## config.mk

```make
export PLATFORM = sky130hd
export DESIGN_NAME = cw_pipe
export DESIGN_NICKNAME = d
export VERILOG_FILES = /design/src/rtl/cw_pipe.sv
export SDC_FILE = /design/constraint.sdc
export NUM_CORES = 1
export LEC_CHECK = 0
export BUFFER_PORTS_ARGS = -buffer_cell sky130_fd_sc_hd__buf_2
export CAP_MARGIN = 20
export CORE_MARGIN = 2
export CORE_UTILIZATION = 35
export DETAILED_ROUTE_END_ITERATION = 12
export GPL_TIMING_DRIVEN = 0
export PLACE_DENSITY = 0.7
export SLEW_MARGIN = 10
export SYNTH_ARGS = -nofsm -noshare
export SYNTH_HDL_FRONTEND = slang
export SYNTH_SLANG_ARGS = --single-unit
```

## constraint.sdc

```tcl
create_clock -name clk -period 3.48 [get_ports clk]
set_clock_uncertainty 0.2 [all_clocks]
set_input_delay 0.696 -clock clk [delete_from_list [all_inputs] [get_ports clk]]
set_output_delay 0.696 -clock clk [all_outputs]
set_load 0.02 [all_outputs]
```

## src/rtl/cw_pipe.sv

```systemverilog
// Multi-stage carrier for the decoded control word, with per-stage stall/flush and bubble insertion.
// Optional bubble counter enabled by defining CW_PIPE_PERF_EN.
module cw_pipe #(
    parameter int unsigned CW_WIDTH = 36,
    parameter int unsigned STAGES   = 3
) (
    input  logic                         clk,
    input  logic                         rst,
    input  logic [CW_WIDTH-1:0]          cw_in,
    input  logic                         in_valid,
    output logic                         in_ready,
    input  logic [STAGES-1:0]            stall,
    input  logic [STAGES-1:0]            flush,
    output logic [STAGES*CW_WIDTH-1:0]   cw_out,
    output logic [STAGES-1:0]            valid_out,
    output logic                         retire,
    output logic [31:0]                  bubble_count
);

    logic [STAGES-1:0]   w_hold;
    logic [CW_WIDTH-1:0] r_cw [STAGES];
    logic [CW_WIDTH-1:0] w_cw_d [STAGES];
    logic [STAGES-1:0]   r_valid;
    logic [STAGES-1:0]   w_valid_d;

    // A stall anywhere downstream freezes this stage as well.
    for (genvar g = 0; g < STAGES; g++) begin : g_hold
        assign w_hold[g] = |(stall >> g);
    end

    always_comb begin
        w_cw_d    = r_cw;
        w_valid_d = r_valid;

        if (flush[0]) begin
            w_cw_d[0]    = '0;
            w_valid_d[0] = 1'b0;
        end else if (!w_hold[0]) begin
            if (in_valid) begin
                w_cw_d[0]    = cw_in;
                w_valid_d[0] = 1'b1;
            end else begin
                w_cw_d[0]    = '0;
                w_valid_d[0] = 1'b0;
            end
        end

        for (int i = 1; i < int'(STAGES); i++) begin
            if (flush[i]) begin
                w_cw_d[i]    = '0;
                w_valid_d[i] = 1'b0;
            end else if (!w_hold[i]) begin
                // Upstream frozen while this stage moves on: leave a bubble behind.
                if (w_hold[i-1]) begin
                    w_cw_d[i]    = '0;
                    w_valid_d[i] = 1'b0;
                end else begin
                    w_cw_d[i]    = r_cw[i-1];
                    w_valid_d[i] = r_valid[i-1];
                end
            end
        end
    end

    always_ff @(posedge clk or posedge rst) begin
        if (rst) begin
            for (int i = 0; i < int'(STAGES); i++) begin
                r_cw[i] <= '0;
            end
            r_valid <= '0;
        end else begin
            r_cw    <= w_cw_d;
            r_valid <= w_valid_d;
        end
    end

    for (genvar g = 0; g < STAGES; g++) begin : g_out
        assign cw_out[g*CW_WIDTH +: CW_WIDTH] = r_cw[g];
    end

    assign valid_out = r_valid;
    assign in_ready  = ~w_hold[0];
    // Flush of the last stage does not cancel the commit of its word.
    assign retire    = r_valid[STAGES-1] & ~w_hold[STAGES-1];

`ifdef CW_PIPE_PERF_EN
    logic [31:0] r_bubble_count;

    always_ff @(posedge clk or posedge rst) begin
        if (rst) begin
            r_bubble_count <= 32'd0;
        end else if (!r_valid[STAGES-1]) begin
            r_bubble_count <= r_bubble_count + 32'd1;
        end
    end

    assign bubble_count = r_bubble_count;
`else
    assign bubble_count = 32'd0;
`endif

endmodule

```

==> results.ini, run 1 <==
[clock_network]
cts_buffer_depth=2
cts_root_buf=clkbuf_16
cts_max_level=3
clk_pin_slew_worst_paths_ns=0.07
cts_inserted_buffers=9
post_cts_buffers=0
cts_sinks=111
postCtsHoldBufs=0
clk_latency_ns=0.35
cts_tree=done
ctsResizeCount=0

[setup_path]
critPathMaxFanout=10
worstReg2RegStart=cw_out[71]
reg2regPathDepth=1
cp-start-kind=primary input
critical_path.top_delay_family=buffers and inverters
setup.worst_path.end_class=output port
regToRegEndpoint=cw_out[71]
crit_path_top_delay_cell=buf_4
critPathKind=primary input to output port
crit_chain=buf_2 -> nor3_1 -> buf_4 -> buf_4 -> buf_2
reg2reg_slack_ns=2.51
cp.required_ns=2.58
cp_slowest_stage_delay_ns=0.25
critPathBufInv=4
worstPathArrival_ns=1.72

[sta]
max_freq_mhz=382.0
setup_tns_ns=0
setup_viol=0
worstMarginPinSlew_ns=0.8356
post-route-period-util=0.7523
whs_ns=0.2886
drv_slew=0
hold_viol=0
rsz0062_at_grt=no
fin_crit_ns=2.618
max_slew_margin=0.4387

[cells_and_area]
design_area_sq_um=6276
finalNetCount=610
syn_to_final_growth_pct=30.02
final_cells=746
final_layout_size_suffix_gt1_frac=0.4474
antenna_cells=0

[synth]
synth-seq-cells=111
yosysMostFrequentCell=dfrtp_1
synth_top_cell_area_share=0.5754
synth_area_leaders=dfrtp_1 (58%), a22o_1 (8.7%), mux2i_1 (7.5%), buf_4 (5.6%), nand3b_1 (5.6%)
ys.flop_type=dfrtp_1
seq_area_frac_synth=0.5754
yosys.area.top_type=dfrtp_1
synth_edf_count=0
ys_top_cells_by_count=dfrtp_1 (111), a22o_1 (48)
ys_warn_count=0
ys_types=22
async_reset_ff_frac=1.000
synth.cell_area_sq_um=4827
synth.avg_cell_area_sq_um=13.15
postSynthCellCount=367

[power_and_ir_drop]
leakagePower_nw=3.360
p_per_area_nw_per_um2=413.9
irDropWorstVdd_uv=274.6

[die]
core_area_sq_um=13350
rows=42
start_util=0.3616
boundaryPins=190
die_w_um=121.4
die_y_um=121.4
die_area_sq_um=14750

[global_routing]
grt_pass1_vias=3620
grt_first_pass_wirelength_um=19530
grtUsageTotal=0.1730
antenna_found_initial=0
globalRouteOverflowTotal=0
grt_max_degree=41

[worst_hold_path]
holdCritPathClass=primary input to async pin

[place]
routabilityCongestion=0.7823
port_buffers=154
dp_hpwl_um=9222
place_inst=730
placed_area_sq_um=5978

[routing]
drc_errors=0
drtAntennaViolNets=0
vias=3602
drt_pre_antenna_iters=4
viasPerCell=4.828
drt-initial-drc-count=176
routedWlPerCell_um=16.53
wl_um=12330

[run]
max-cap-violations=0

[outcome]
status=finished, final reports clean

==> cell usage in the layout, fill, tap and decap left out, types with 10 or more instances in the layout <==
master    instances
a22o_1           48
conb_1           32
buf_4            36
nand2b_1         36
dfrtp_1         111
a22o_2           26
mux2i_1          36
nand3b_1         36
buf_2           166
clkbuf_1         10
==> stage by stage <==
| step | util | total power, W | setup slack [ns] |
|---|---|---|---|
| after floorplan | - | 0.001506 | 1.164 |
| after global placement | 0.4449 | 0.001577 | 0.6069 |
| after detailed placement | 0.4479 | 0.001589 | 0.8741 |
| after CTS | 0.4702 | 0.002623 | 0.8614 |
| after global routing | 0.4702 | 0.002704 | 0.7656 |
| final | 0.4702 | 0.002598 | 0.8619 |
==> registers in the layout (all words and copies together) (netlist names) <==
register and count:
valid_out 3, cw_out 108
==> layer usage <==
layer  up-vias  track usage  wire length [um]
li1       1653            -                 -
met1      1804       0.2363              5572
met2       133       0.2742              5843
met3        12      0.03055               716
met4         0      0.06753               199
met5         -            0                 0
==> layout make-up <==
| type | count | area (sq um) |
|---|---|---|
| Multi-Input combinational cell | 223 | 1745 |
| Fill cell | 1260 | 7072 |
| Inverter | 1 | 7.507 |
| Timing Repair Buffer | 156 | 810.8 |
| Clock inverter | 7 | 72.57 |
| Tap cell | 176 | 220.2 |
| Sequential cell | 111 | 2778 |
| Buffer | 63 | 416.7 |
| Clock buffer | 9 | 225.2 |
==> how the worst max path moves through the flow <==
stage	from	endpoint	slack (ns)	cells past startpoint
6_report	stall[1]	in_ready	0.86	5
2_1_floorplan	stall[2]	in_ready	1.16	4
3_5_place_dp	stall[1]	in_ready	0.87	5
5_1_grt	stall[1]	in_ready	0.77	5
4_1_cts	stall[1]	in_ready	0.86	5
3_3_place_gp	rst	cw_out[10]	0.61	2
==> report_power, final <==
group	total (W)	internal, W	switching (W)
Sequential	0.00131	0.00130	0.00000929
Combinational	0.000253	0.0000958	0.000157
Clock	0.00104	0.000560	0.000476
==> logic make-up (layout without fill, tap and decap cells) <==
| group | after synthesis | after routing | synth area share |
|---|---|---|---|
| muxes | 36 | 36 | 0.07465 |
| and+or+nand+nor | 78 | 78 | 0.1164 |
| AOI/OAI and AO/OA | 77 | 77 | 0.1457 |
| buffers and inverters | 64 | 236 | 0.08709 |
| DFF | 111 | 111 | 0.5754 |
| other | 1 | 32 | 0.0007769 |
Power figures use the tool's default switching activity.
==> run 2: changes to the inputs <==
- clock period: 3.48 -> 2.1 ns (I/O delays scaled with it)
==> run 2 against run 1 <==
Compared with the run above:
- critical path depth stayed put
- largest power group unchanged
- first-iteration DRC count is 8.0% lower
- utilization is 0.17 points higher
- largest cell class unchanged
- global-route usage stayed put
==> results.ini, run 2 (synthesis results as in run 1) <==
[setup_path]
critPathKind=primary input to output port
critical_path.top_delay_family=buffers and inverters
cp.required_ns=1.48  ; -1.10 ns
worstReg2RegStart=cw_out[71]
crit_chain=buf_2 -> nor3_1 -> buf_4 -> buf_4 -> buf_2
setup.worst_path.end_class=output port
critPathBufInv=4  ; unchanged
cp-start-kind=primary input
critPathMaxFanout=10  ; unchanged
cp_slowest_stage_delay_ns=0.20  ; -0.05 ns
reg2reg_slack_ns=1.13  ; -1.38 ns
regToRegEndpoint=cw_out[71]
worstPathArrival_ns=1.31  ; -0.41 ns
reg2regPathDepth=1  ; unchanged
crit_path_top_delay_cell=buf_4

[sta]
max_freq_mhz=517.4
fin_crit_ns=1.933
setup_viol=0  ; unchanged
max_slew_margin=0.4355  ; -0.003199
rsz0062_at_grt=no
worstMarginPinSlew_ns=0.8404  ; +0.004762 ns
hold_viol=0  ; unchanged
post-route-period-util=0.9203
drv_slew=0  ; unchanged

[global_routing]
grt_max_degree=41  ; unchanged
grtUsageTotal=0.1730  ; unchanged
antenna_found_initial=0  ; unchanged
grt_first_pass_wirelength_um=19530  ; unchanged
globalRouteOverflowTotal=0  ; unchanged
grt_pass1_vias=3620  ; unchanged

[run]
max-cap-violations=0  ; unchanged

[cells_and_area]
multi_input_area_sq_um=1745  ; unchanged
final_util=0.4719  ; +0.001688
final_layout_size_suffix_gt1_frac=0.4503  ; +0.002893
seqCellArea_sq_um=2778  ; unchanged
fill_cells=1255  ; -0.40%
syn_to_final_growth_pct=30.48
antenna_cells=0  ; unchanged
largest_reg_flops=108  ; unchanged
layout_common_cells=buf_2 (166), dfrtp_1 (111), a22o_1 (48)
final_common_cell=buf_2
finalNetCount=613  ; +0.49%

[die]
rows=42  ; unchanged
die_w_um=121.4  ; unchanged
die_y_um=121.4  ; unchanged
start_util=0.3616  ; unchanged
die_area_sq_um=14750  ; unchanged
boundaryPins=190  ; unchanged
core_area_sq_um=13350  ; unchanged

[clock_network]
cts_buffer_depth=2  ; unchanged
cts_root_buf=clkbuf_16
cts_sinks=111  ; unchanged
clk_pin_slew_worst_paths_ns=0.07  ; about the same
cts_tree=done
cts_inserted_buffers=9  ; unchanged
clk_latency_ns=0.35  ; about the same
cts_max_level=3  ; unchanged
ctsResizeCount=0  ; unchanged

[outcome]
status=finished, final reports clean

[routing]
drtAntennaViolNets=0  ; unchanged
viasPerCell=4.817  ; -0.23%
wl_met1_um=5598  ; +0.47%
highest_layer=met4
routedWlPerCell_um=16.50  ; -0.21%
vias=3608  ; +0.17%
wl_met3_um=745  ; +4.1%
drc_errors=0  ; unchanged
drt-initial-drc-count=162  ; -8.0%
dr_wl_met2_um=5813  ; -0.51%
wl_um=12360  ; +0.19%
drt_pre_antenna_iters=5  ; +1

[place]
port_buffers=154  ; unchanged
routabilityCongestion=0.7823  ; unchanged
dp_hpwl_um=9222  ; unchanged

[power_and_ir_drop]
p_total_w=0.004304  ; +66%
p_per_area_nw_per_um2=683.3  ; +65%
irDropWorstVdd_uv=457.5  ; +67%
leakagePower_nw=3.376  ; +0.47%

[worst_hold_path]
holdCritPathClass=primary input to async pin

## run 2: timing repair
action                     4_1_cts  5_1_grt
hold buffers                     0        0
setup endpoints to repair        0        1
hold endpoints to repair         0        0
setup buffers                    0        3
## run 2: layer usage
layer / vias to the layer above / GRT usage
met4: 0 / 0.06753
li1: 1660 / -
met3: 12 / 0.03055
met1: 1799 / 0.2363
met5: - / 0
met2: 137 / 0.2742
## run 2: worst max path at each step
stage | startpoint | endpoint | depth (start not counted)
final | stall[1] | in_ready | 5
after global placement | rst | cw_out[10] | 2
after CTS | stall[1] | in_ready | 5
after detailed placement | stall[1] | in_ready | 5
after global routing | stall[1] | in_ready | 5
after floorplan | rst | cw_out[0] | 1
## run 2: metrics by stage
step / setup WS, ns / hold slack (ns) / cell area, sq um / std cells / TNS [ns]
after floorplan: 0.1365 / 0.3812 / 4947 / 398 / 0
after global placement: -0.4971 / 0.2826 / 5938 / 728 / -54.03
after detailed placement: 0.04608 / 0.2857 / 5978 / 730 / 0
after CTS: 0.03339 / 0.02871 / 6276 / 746 / 0
after global routing: 0.07416 / 0.07319 / 6299 / 749 / 0
final: 0.1673 / 0.01938 / 6299 / 749 / 0
## run 2: power by group
| group | switching [W] | total, W | internal [W] |
|---|---|---|---|
| combinational | 0.000262 | 0.000423 | 0.000161 |
| clock | 0.000785 | 0.00171 | 0.000927 |
| sequential | 0.0000155 | 0.00217 | 0.00215 |
| total | 0.00106 | 0.00430 | 0.00324 |
## run 2: cell type report
cell class	count	share of cell area
clock inverter	7	0.01152
sequential	111	0.4410
timing repair buffer	159	0.1323
buffer	63	0.06615
tap	176	0.03496
inverter	1	0.001192
clock buffer	9	0.03576
multi-input combinational	223	0.2771
==> run 3: changes to the inputs <==
- ABC_AREA: unset -> 1
==> run 3 against run 2 <==
Compared with the run above:
- final area decreased by 0.30%
- sequential power barely moved
- worst setup slack lost 0.0045 ns
- first-iteration DRC count grew 74%
- combinational power is 5.0% higher
- non-clock buffer count is 14 higher
- sequential cell count stayed put
- hold slack improved by 0.090 ns
- via count rose by 23%
- utilization fell by 0.14 points
- fmax is 0.23% lower
- sequential share of layout area increased by 0.13 points
==> results.ini, run 3 <==
[outcome]
status=finished, final reports clean

[synth]
seq_area_frac_synth=0.5775  ; +0.002096
postSynthCellCount=533  ; +45%
synth-seq-cells=111  ; unchanged
yosysMostFrequentCell=nand2_1
synth_area_leaders=dfrtp_1 (58%), nand2_1 (12%), nand3_1 (12%), buf_4 (5.3%), nand4_1 (4.7%)
ys_top_cells_by_count=nand2_1 (150), dfrtp_1 (111), nand3_1 (111)
synth.avg_cell_area_sq_um=9.024  ; -31%
synth_edf_count=0  ; unchanged
yosys.area.top_type=dfrtp_1
ys.flop_type=dfrtp_1
synth_top_cell_area_share=0.5775  ; +0.002096
synth.cell_area_sq_um=4810  ; -0.36%
ys_warn_count=0  ; unchanged
ys_types=16  ; -27%
async_reset_ff_frac=1.000  ; unchanged

[die]
die_y_um=121.2  ; -0.18%
core_area_sq_um=13350  ; unchanged
die_w_um=121.2  ; -0.18%
die_area_sq_um=14700  ; -0.35%
start_util=0.3603  ; -0.001312
rows=42  ; unchanged
boundaryPins=190  ; unchanged

[cells_and_area]
final_common_cell=buf_2
final_cells=916  ; +22%
finalNetCount=781  ; +27%
antenna_cells=0  ; unchanged
final_layout_size_suffix_gt1_frac=0.3149  ; -0.1354
syn_to_final_growth_pct=30.57  ; about the same
layout_common_cells=buf_2 (179), nand2_1 (150), nand3_1 (111), dfrtp_1 (111), nand4_1 (36)
largest_reg_flops=108  ; unchanged

[global_routing]
grt_first_pass_wirelength_um=22330  ; +14%
antenna_found_initial=1  ; +1
grt_max_degree=39  ; -4.9%
grtUsageTotal=0.1976  ; +0.02465
grt_pass1_vias=4154  ; +15%
globalRouteOverflowTotal=0  ; unchanged

[setup_path]
cp.required_ns=1.48  ; about the same
crit_chain=buf_2 -> nor2_4 -> nand2_1 -> buf_4 -> inv_1 -> buf_2
critPathMaxFanout=10  ; unchanged
worstReg2RegStart=cw_out[27]
regToRegEndpoint=cw_out[63]
reg2reg_slack_ns=1.18  ; +0.05 ns
reg2regPathDepth=2  ; +1
critPathKind=primary input to output port
crit_top_cell=buf_2
setup.worst_path.end_class=output port
crit_path_top_delay_cell=buf_4
cp-start-kind=primary input
cp_slowest_stage_delay_ns=0.19  ; about the same
worstPathArrival_ns=1.32  ; about the same

[clock_network]
cts_inserted_buffers=9  ; unchanged
cts_tree=done
cts_root_buf=clkbuf_16
cts_max_level=3  ; unchanged
cts_buffer_depth=2  ; unchanged
cts_sinks=111  ; unchanged
clk_latency_ns=0.35  ; about the same
clk_pin_slew_worst_paths_ns=0.07  ; about the same
post_cts_buffers=0  ; unchanged

[place]
place_inst=900  ; +23%
port_buffers=157  ; +1.9%
dp_hpwl_um=10620  ; +15%
routabilityCongestion=0.8511  ; +8.8%

[routing]
vias=4420  ; +23%
drt_pre_antenna_iters=5  ; unchanged
viasPerCell=4.825  ; +0.17%
drtAntennaViolNets=0  ; unchanged
drc_errors=0  ; unchanged
routedWlPerCell_um=15.60  ; -5.4%
drt-initial-drc-count=282  ; +74%
wl_um=14290  ; +16%

[worst_hold_path]
holdCritPathClass=primary input to flop
min-delay-start=cw_in[18]
min_path_cells=3
worstHoldEndpoint=cw_out[18]

[sta]
drv_slew=0  ; unchanged
post-route-period-util=0.9224  ; +0.002121
fin_crit_ns=1.937  ; +0.004454 ns
worstMarginPinSlew_ns=0.6169  ; -0.2235 ns
setup_viol=0  ; unchanged
rsz0062_at_grt=no
max_freq_mhz=516.2  ; -0.23%
hold_viol=0  ; unchanged
max_slew_margin=0.5887  ; +0.1532
setup_tns_ns=0  ; unchanged

[power_and_ir_drop]
leakagePower_nw=3.629  ; +7.5%
irDropWorstVdd_uv=323.1  ; -29%
p_per_area_nw_per_um2=680.9  ; -0.35%

[run]
max-cap-violations=0  ; unchanged

## run 3: logic make-up after synthesis
kind of cell	after synthesis	synth area share
and+or+nand+nor	301	0.2862
DFF	111	0.5775
buffers and inverters	83	0.09703
AOI/OAI and AO/OA	37	0.03850
other	1	0.0007797
## run 3: area by class of cell
class | count | area (sq um)
clock buffer | 14 | 244.0
clock inverter | 1 | 30.03
buffer | 75 | 436.7
timing repair buffer | 161 | 855.8
inverter | 8 | 33.78
sequential | 111 | 2778
multi-input combinational | 370 | 1682
tap | 176 | 220.2
fill | 1352 | 7068
## run 3: report_power, final
part	leakage, nW	switching [W]	internal [W]
logic	1.95	0.000309	0.000135
registers	1.55	0.0000148	0.00215
clock network	0.131	0.000741	0.000923
## run 3: worst max-delay path by stage
stage          slack (ns)     start         end  cells after the start
2_1_floorplan        0.14       rst   cw_out[0]                      1
3_3_place_gp        -0.63       rst  cw_out[51]                      2
3_5_place_dp         0.17  stall[2]    in_ready                      6
4_1_cts              0.17  stall[2]    in_ready                      6
5_1_grt              0.09  stall[2]    in_ready                      6
6_report             0.16  stall[2]    in_ready                      6
## run 3: per-layer routing
metal	track usage	vias up	wire, um
li1	-	2138	-
met1	0.2643	2079	6235
met2	0.3062	170	6653
met3	0.04323	31	957
met4	0.09267	2	429
met5	0	-	13
## run 3: critical path, delay by kind of cell
kind / cells / cell delay [ns]
and+or+nand+nor: 2 / 0.31
buffers and inverters: 4 / 0.59
## run 3: per-stage QoR
step | setup slack, ns | total power [W] | cell area, sq um | hold WS (ns) | utilization
2_1_floorplan | 0.1365 | 0.002493 | 4930 | 0.3708 | -
3_3_place_gp | -0.6251 | 0.002639 | 5936 | 0.2910 | 0.4447
3_5_place_dp | 0.1695 | 0.002654 | 5996 | 0.2157 | 0.4492
4_1_cts | 0.1684 | 0.004317 | 6280 | 0.09789 | 0.4705
5_1_grt | 0.09215 | 0.004449 | 6280 | 0.1139 | 0.4705
6_report | 0.1629 | 0.004276 | 6280 | 0.1090 | 0.4705
## run 3: what timing repair did
item | CTS | global route
hold buffers | 1 | 0
hold endpoints to repair | 12 | 0
setup endpoints to repair | 0 | 0
gates resized for setup | 0 | 0
